**src/rtl/morse_pkg.sv**
```systemverilog
// Shared Morse definitions: symbol encoding, symbol lengths in time units,
// and the playback state machine encoding.
package morse_pkg;

    localparam logic [1:0] SYM_EMPTY = 2'b00;
    localparam logic [1:0] SYM_DOT   = 2'b01;
    localparam logic [1:0] SYM_LINE  = 2'b11;

    localparam int LINE_UNITS = 3;
    localparam int GAP_UNITS  = 1;

    typedef enum logic [2:0] {
        ST_IDLE,
        ST_SCAN,
        ST_MARK,
        ST_GAP,
        ST_DONE
    } state_e;

endpackage

```
**src/rtl/morse_unit_timer.sv**
```systemverilog
// Loadable down-counter; expire is high on the last cycle of a loaded interval,
// so an interval of N cycles is obtained by loading N.
module morse_unit_timer #(
    parameter int WIDTH = 4
) (
    input  logic             clock,
    input  logic             resetn,
    input  logic             load,
    input  logic [WIDTH-1:0] value,
    output logic             expire
);

    logic [WIDTH-1:0] count;

    // NOTE: registers are written with non-blocking assignments so every flop samples pre-edge values.
    always_ff @(posedge clock or negedge resetn) begin
        if (!resetn) begin
            count <= '0;
        end else if (load) begin
            count <= value;
        end else if (count != '0) begin
            count <= count - WIDTH'(1);
        end
    end

    assign expire = (count == WIDTH'(1));

endmodule

```
**src/rtl/morse_encoder.sv**
```systemverilog
// Plays a packed Morse code (2 bits per symbol, oldest symbol in the highest
// non-empty pair) as timed marks and gaps on morse_out.
module morse_encoder
    import morse_pkg::*;
#(
    parameter int UNIT_CYCLES = 12500000,
    parameter int CODE_W      = 10
) (
    input  logic              clock,
    input  logic              resetn,
    input  logic              start,
    input  logic              stop,
    input  logic [CODE_W-1:0] code,
    output logic              morse_out,
    output logic              busy,
    output logic              done
);

    localparam int PAIRS   = CODE_W / 2;
    localparam int PAIRS_W = $clog2(PAIRS + 1);
    localparam int TIMER_W = $clog2(LINE_UNITS * UNIT_CYCLES + 1);

    localparam logic [TIMER_W-1:0] DOT_COUNT  = TIMER_W'(UNIT_CYCLES);
    localparam logic [TIMER_W-1:0] LINE_COUNT = TIMER_W'(LINE_UNITS * UNIT_CYCLES);
    localparam logic [TIMER_W-1:0] GAP_COUNT  = TIMER_W'(GAP_UNITS * UNIT_CYCLES);

    state_e             state, state_next;
    logic [CODE_W-1:0]  shift_reg, shift_next;
    logic [PAIRS_W-1:0] pairs_left, pairs_next;
    logic               played, played_next;

    logic               timer_load;
    logic [TIMER_W-1:0] timer_value;
    logic               timer_expire;
    logic [1:0]         top_pair;

    assign top_pair = shift_reg[CODE_W-1 -: 2];

    morse_unit_timer #(
        .WIDTH (TIMER_W)
    ) u_timer (
        .clock  (clock),
        .resetn (resetn),
        .load   (timer_load),
        .value  (timer_value),
        .expire (timer_expire)
    );

    always_ff @(posedge clock or negedge resetn) begin
        if (!resetn) begin
            state      <= ST_IDLE;
            shift_reg  <= '0;
            pairs_left <= '0;
            played     <= 1'b0;
        end else begin
            state      <= state_next;
            shift_reg  <= shift_next;
            pairs_left <= pairs_next;
            played     <= played_next;
        end
    end

    // NOTE: every signal written here gets a default first, so no path can infer a latch.
    always_comb begin
        state_next  = state;
        shift_next  = shift_reg;
        pairs_next  = pairs_left;
        played_next = played;
        timer_load  = 1'b0;
        timer_value = DOT_COUNT;

        if (stop) begin
            state_next = ST_IDLE;
        end else begin
            unique case (state)
                ST_IDLE: begin
                    if (start) begin
                        state_next  = ST_SCAN;
                        shift_next  = code;
                        pairs_next  = PAIRS_W'(PAIRS);
                        played_next = 1'b0;
                    end
                end
                ST_SCAN: begin
                    if (pairs_left == '0) begin
                        state_next = ST_DONE;
                    end else begin
                        case (top_pair)
                            SYM_DOT, SYM_LINE: begin
                                shift_next  = shift_reg << 2;
                                pairs_next  = pairs_left - PAIRS_W'(1);
                                played_next = 1'b1;
                                timer_load  = 1'b1;
                                timer_value = (top_pair == SYM_LINE) ? LINE_COUNT : DOT_COUNT;
                                state_next  = ST_MARK;
                            end
                            SYM_EMPTY: begin
                                // An all-empty code finishes on its last pair instead of
                                // spending one more SCAN cycle on pairs_left==0.
                                if (played || pairs_left == PAIRS_W'(1)) begin
                                    state_next = ST_DONE;
                                end else begin
                                    shift_next = shift_reg << 2;
                                    pairs_next = pairs_left - PAIRS_W'(1);
                                end
                            end
                            default: state_next = ST_DONE;
                        endcase
                    end
                end
                ST_MARK: begin
                    if (timer_expire) begin
                        timer_load  = 1'b1;
                        timer_value = GAP_COUNT;
                        state_next  = ST_GAP;
                    end
                end
                ST_GAP: begin
                    if (timer_expire) begin
                        state_next = ST_SCAN;
                    end
                end
                ST_DONE: state_next = ST_IDLE;
                default: state_next = ST_IDLE;
            endcase
        end
    end

    assign morse_out = (state == ST_MARK);
    assign busy      = (state != ST_IDLE);
    assign done      = (state == ST_DONE);

endmodule

```
**config.mk**
```make
export PLATFORM = sky130hd
export DESIGN_NAME = morse_encoder
export DESIGN_NICKNAME = d
export VERILOG_FILES = /design/src/rtl/morse_pkg.sv /design/src/rtl/morse_unit_timer.sv /design/src/rtl/morse_encoder.sv
export SDC_FILE = /design/constraint.sdc
export NUM_CORES = 1
export LEC_CHECK = 0
export CAP_MARGIN = 20
export CELL_PAD_IN_SITES_DETAIL_PLACEMENT = 1
export CELL_PAD_IN_SITES_GLOBAL_PLACEMENT = 2
export CORE_ASPECT_RATIO = 1.1
export CORE_MARGIN = 3
export CORE_UTILIZATION = 38
export CTS_CLUSTER_DIAMETER = 40
export DETAILED_ROUTE_END_ITERATION = 7
export HOLD_SLACK_MARGIN = 0.03
export PLACE_DENSITY = 0.8
export SLEW_MARGIN = 20
export SYNTH_ARGS = -nofsm -noshare
export SYNTH_HDL_FRONTEND = slang
export SYNTH_SLANG_ARGS = --single-unit
```
**constraint.sdc**
```tcl
create_clock -name clock -period 2.3 [get_ports clock]
set_input_delay 0.345 -clock clock [delete_from_list [all_inputs] [get_ports clock]]
set_output_delay 0.345 -clock clock [all_outputs]
set_load 0.05 [all_outputs]
```
## Word-level counts from Yosys, hierarchy flattened

Cells that the tools add are included.

- Bits in registers: 43
- Output and inout port bits: 3
- Input port bits: 14
- Logic and storage cells: 71

- Muxes and demuxes: 34
- Eq/ne operators: 17
- Reductions and logical operators: 12
- Bitwise logic cells: 1
- Add/subtract/negate cells: 2

Operators by type and width:

| operator | count |
|---|---|
| 26-bit 2-to-1 mux | 7 |
| 10-bit case mux with 2 select lines | 2 |
| 10-bit 2-to-1 mux | 3 |
| 3-bit 2-to-1 mux | 9 |
| 26-bit by 1-bit equality test with 1-bit output, second input constant | 1 |
| 26-bit nonzero test | 1 |
| 26-bit by 1-bit subtractor with 26-bit output, second input constant | 1 |
| 3-bit case mux with 2 select lines | 3 |
| 3-bit case mux with 4 select lines | 1 |
| 3-bit inequality test, second input constant | 3 |
| 1-bit 2-to-1 mux | 7 |
| 3-bit by 1-bit equality test with 1-bit output, second input constant | 2 |
| 3-bit by 2-bit equality test with 1-bit output, second input constant | 2 |
| 3-bit zero test | 2 |
| 3-bit by 2-bit inequality test with 1-bit output, second input constant | 2 |
| 6-bit AND reduction | 1 |
| 5-bit inequality test, second input constant | 1 |
| 5-bit AND reduction | 1 |
| 2-bit inequality test, second input constant | 2 |
| 1-bit case mux with 2 select lines | 2 |
| 4-bit AND reduction | 1 |
| 2-bit nonzero test | 2 |
| 3-bit equality test, second input constant | 1 |
| 3-bit nonzero test | 1 |
| other kinds (8) | 8 |

## Depth between registers and ports, before layout

Gate-level depths: netlist (run 1).

- Depth in word-level cells: 7
- Mapped depth: 8

## Cells and area by module

Synthesis (run 1) repeated with hierarchy kept, for this count alone.

- Cell total of the unflattened synthesis: 290
- Area, all modules: 2558.7 µm²

By module, submodules not included:

| module | instances | cells an instance | area an instance (µm²) |
|---|---|---|---|
| morse_unit_timer | 1 | 172 | 1539.0 |
| morse_encoder | 1 | 118 | 1019.7 |

## Worst setup path before layout (run 1)

No wires, ideal clock.

- Path type: flip-flop to output port
- Start: reg state[1]
- End: out done
- Data required time: 1955 ps
- Data arrival time: 1688 ps
- Path slack: 267 ps
- Path buffers: 1
- Cell stages (with the launch flop): 3
- Cells stage by stage: dfrtp_1 > clkbuf_1 > nor3b_1

- Longest elaborated chain between the ends: 1

Ends and longest elaborated chain:

| element | RTL line | source |
|---|---|---|
| start: declaration | morse_encoder.sv:27 | `state_e state, state_next;` |
| start signal: assignment | morse_encoder.sv:56 | `state <= state_next;` |
| 3-bit equality test | morse_encoder.sv:131 | `assign done = (state == ST_DONE);` |
| end: declaration | morse_encoder.sv:16 | `output logic done` |

Every way passes these cells.

## Final worst setup path (run 1)

- Start: reg state[1]
- End: out busy

- Longest elaborated chain between the ends: 1

Ends and longest elaborated chain:

| element | RTL line | source |
|---|---|---|
| 3-bit nonzero test | morse_encoder.sv:130 | `assign busy = (state != ST_IDLE);` |
| end: declaration | morse_encoder.sv:15 | `output logic busy,` |

Every way passes these cells.

==> results of run 1 <==
==> layer usage <==
layer	track usage (%)	vias up
li1	-	963
met1	23.0	987
met2	31.9	19
met3	2.82	8
met4	6.19	0
met5	0	-
==> worst paths after layout <==
check                                 start  slack [ps]  cells past startpoint                end
setup / recovery                   state[1]          80                      2               busy
setup reg to reg           u_timer.count[1]         150                      8  u_timer.count[14]
min in group clock             shift_reg[1]         520                      1       shift_reg[1]
hold reg to reg                shift_reg[1]         520                      1       shift_reg[1]
max in group asynchronous            resetn        1790                      2  u_timer.count[20]
hold / removal                       resetn         100                      2  u_timer.count[15]
==> power by group <==
group,switching (W),internal (W)
Clock,0.000262,0.000351
Combinational,0.000638,0.000618
Sequential,0.000357,0.00105
Total,0.00126,0.00202
==> cell usage in the layout (no fill, tap or decap), types with 2 or more instances in the layout <==
master / netlist / final
and3_1: 2 / 2
o21ai_1: 2 / 2
o21ai_0: 9 / 9
o31ai_1: 3 / 3
and2_1: 2 / 2
nor2_1: 21 / 21
o31a_1: 3 / 3
buf_4: 2 / 22
nand3b_1: 3 / 3
nand4_1: 3 / 3
nor3_1: 7 / 7
a31o_2: 2 / 2
nor4b_1: 4 / 4
xnor2_1: 6 / 6
nor4_4: 2 / 2
o211ai_1: 2 / 2
a31oi_1: 10 / 10
dfrtp_1: 43 / 43
inv_1: 6 / 6
mux2i_1: 10 / 10
or4_1: 3 / 3
or2_2: 2 / 2
xor2_1: 4 / 4
nand3_1: 5 / 5
clkbuf_8: 0 / 6
nand2_1: 10 / 10
nor4_1: 4 / 4
or3_1: 6 / 6
clkdlybuf4s50_1: 0 / 14
nand2b_1: 5 / 5
nor3b_1: 3 / 2
a21oi_1: 18 / 18
a22o_1: 2 / 2
nor2b_1: 5 / 5
ha_1: 5 / 5
==> per-stage QoR <==
step	utilization [%]	setup WS [ps]	power, W	instance area [sq um]
after floorplan	-	267	0.00223	2410
after global placement	47.0	160	0.00260	2800
after detailed placement	47.0	50.5	0.00265	2800
after CTS	48.9	37.4	0.00327	2910
after global routing	49.4	20.1	0.00356	2940
final	49.4	84.8	0.00328	2940
==> cell type report <==
type | instances | area (sq um) | share of cell area, %
clock buffers | 6 | 82.6 | 2.81
multi-input cells | 182 | 1290 | 43.7
inverters | 6 | 22.5 | 0.766
well taps | 77 | 96.3 | 3.28
flip-flops and latches | 43 | 1080 | 36.6
clock inverters | 2 | 35.0 | 1.19
repair buffers | 39 | 343 | 11.7
==> cells by family after synthesis <==
group / count (synthesis)
fa+ha+maj: 5
buf+inv: 14
compound gates: 59
simple gates: 97
flops: 43
xor+xnor: 10
mux: 11
==> timing repair <==
item                                    4_1_cts  5_1_grt
endpoints found under the hold margin         0        0
buffers inserted                              0        2
hold buffers                                  0        0
endpoints found under the setup margin        0        9
gates resized for setup                       0        3
==> flow_metrics.tcl, run 1 <==
set metrics [dict create \
    status "completed" \
    portBuffers 16 \
    grt_pass1_wl_mm 10.3 \
    ys_seq_area_share_pct 44.7 \
    die_h_um 89.5 \
    grt_max_degree 44 \
    place_congestion 0.776 \
    rsz0062_at_grt "no" \
    maxUsedRoutingLayer "met4" \
    boundaryPins 17 \
    yosysTopAreaCell "dfrtp_1" \
    yosys.area_share.simple_pct 25.8 \
    first_global_vias 2136 \
    start_util_pct 40.5 \
    cp_cell_sequence "or3_1 > clkdlybuf4s50_1" \
    synth_compound_area_share_pct 16.1 \
    dieArea_sq_um 7330 \
    synth_top_area_share_pct 44.7 \
    ir_drop_v 0.000449 \
    cts.sinks 43 \
    ys_ff_latch 43 \
    async_reset_ff_share_pct 100 \
    drc 0 \
    cts_tree "built" \
    syn_nets 258 \
    hpwl_mm 4.38 \
    p_leak_nw 1.17 \
    yosysMostFrequentCell "dfrtp_1" \
    wl_met3_um 128 \
    fin_worst_skew_ps 9.65 \
    fin_tns_setup_ps 0 \
    worst-endpoint-arrival_ps 1870 \
    hold_viol_final 0 \
    cp_max_fo 9 \
    yosys-top-cells-area "dfrtp_1, mux2i_1, a21oi_1, nor2_1, a31oi_1" \
    die_w_um 81.9 \
    yosysWarnings 0 \
    h-tree-depth 2 \
    antenna_found_initial 0 \
    dr.pass1.iters 4 \
    netlist_area_sq_um 2410 \
    setup_viol 0 \
    crit_buf_inv 1 \
    largest_reg_flops 26 \
    clock_latency_ps 300 \
    vias_per_cell 5.57 \
    rows 29 \
    yosys_most_used_dff "dfrtp_1" \
    final_cells 355 \
    cts.clk_slew.worst_paths_ps 90 \
    totalWireLength_mm 5.81 \
    synth-adder-area-share_pct 2.60 \
    synth_edf_count 0 \
    timing.final.crit_share_pct 96.3 \
    cp_data_required_time_ps 1960 \
    n_antenna_cell 0 \
    path_class "reg2out" \
    fill_cells 711 \
    worstSetupEndpointType "primary output" \
    grt-ovfl-total 0 \
    routed-wl-met2_mm 2.96 \
    wl_per_cell_um 16.4 \
    yosys.cell_types.count 54 \
    cts_root_buffer "clkbuf_8" \
    final_layout_size_suffix_gt1_share_pct 17.6 \
    syn2layout_area_growth_pct 22.1 \
    worst_slew_pin_slew_ps 557 \
    ant_nets 0 \
    wl_met1_mm 2.65 \
    track_usage_pct 18.3 \
    synth.top_cells.by_count "dfrtp_1, nor2_1, a21oi_1" \
    coreArea_sq_um 5950 \
    drt-initial-drc-count 81 \
    critPathMaxStageDelay_ps 710 \
    vias 1977 \
    period_minus_slack_ps 2220 \
    muxShareOfSynthArea_pct 4.62 \
    synth_top_family_by_area "simple AND/OR/NAND/NOR gates" \
    maxSlewHeadroom_pct 62.9 \
    nets 296 \
    clock_path_buffers 2 \
    cap_viol_max_count 0 \
    hp-class "in2async" \
    worst_hold_slack_ps 101 \
    cts_buffers 5 \
    max_freq_ghz 0.451 \
    powerDensity_nw_per_um2 1110 \
    dp_cells 345 \
    report.final.slew_viol_count 0 \
    synth_area_per_cell_sq_um 10.1 \
    cp_top_family "buffers and inverters" \
    crit_path_top_delay_cell "clkdlybuf4s50_1" \
    critPathLaunchType "register" \
    synth_xor_area_share_pct 3.64 \
    synthCells 239 \
]
(Power assumes the default switching activity.)
==> run 2: changes to the inputs <==
--- a/config.mk
+++ b/config.mk
@@ -5,7 +5,7 @@
 export SDC_FILE = /design/constraint.sdc
 export NUM_CORES = 1
 export LEC_CHECK = 0
-export CAP_MARGIN = 20
+export CAP_MARGIN = 10
 export CELL_PAD_IN_SITES_DETAIL_PLACEMENT = 1
 export CELL_PAD_IN_SITES_GLOBAL_PLACEMENT = 2
 export CORE_ASPECT_RATIO = 1.1
==> results of run 2 <==
The final DEF is identical to that of run 1; final timing and power are the same.
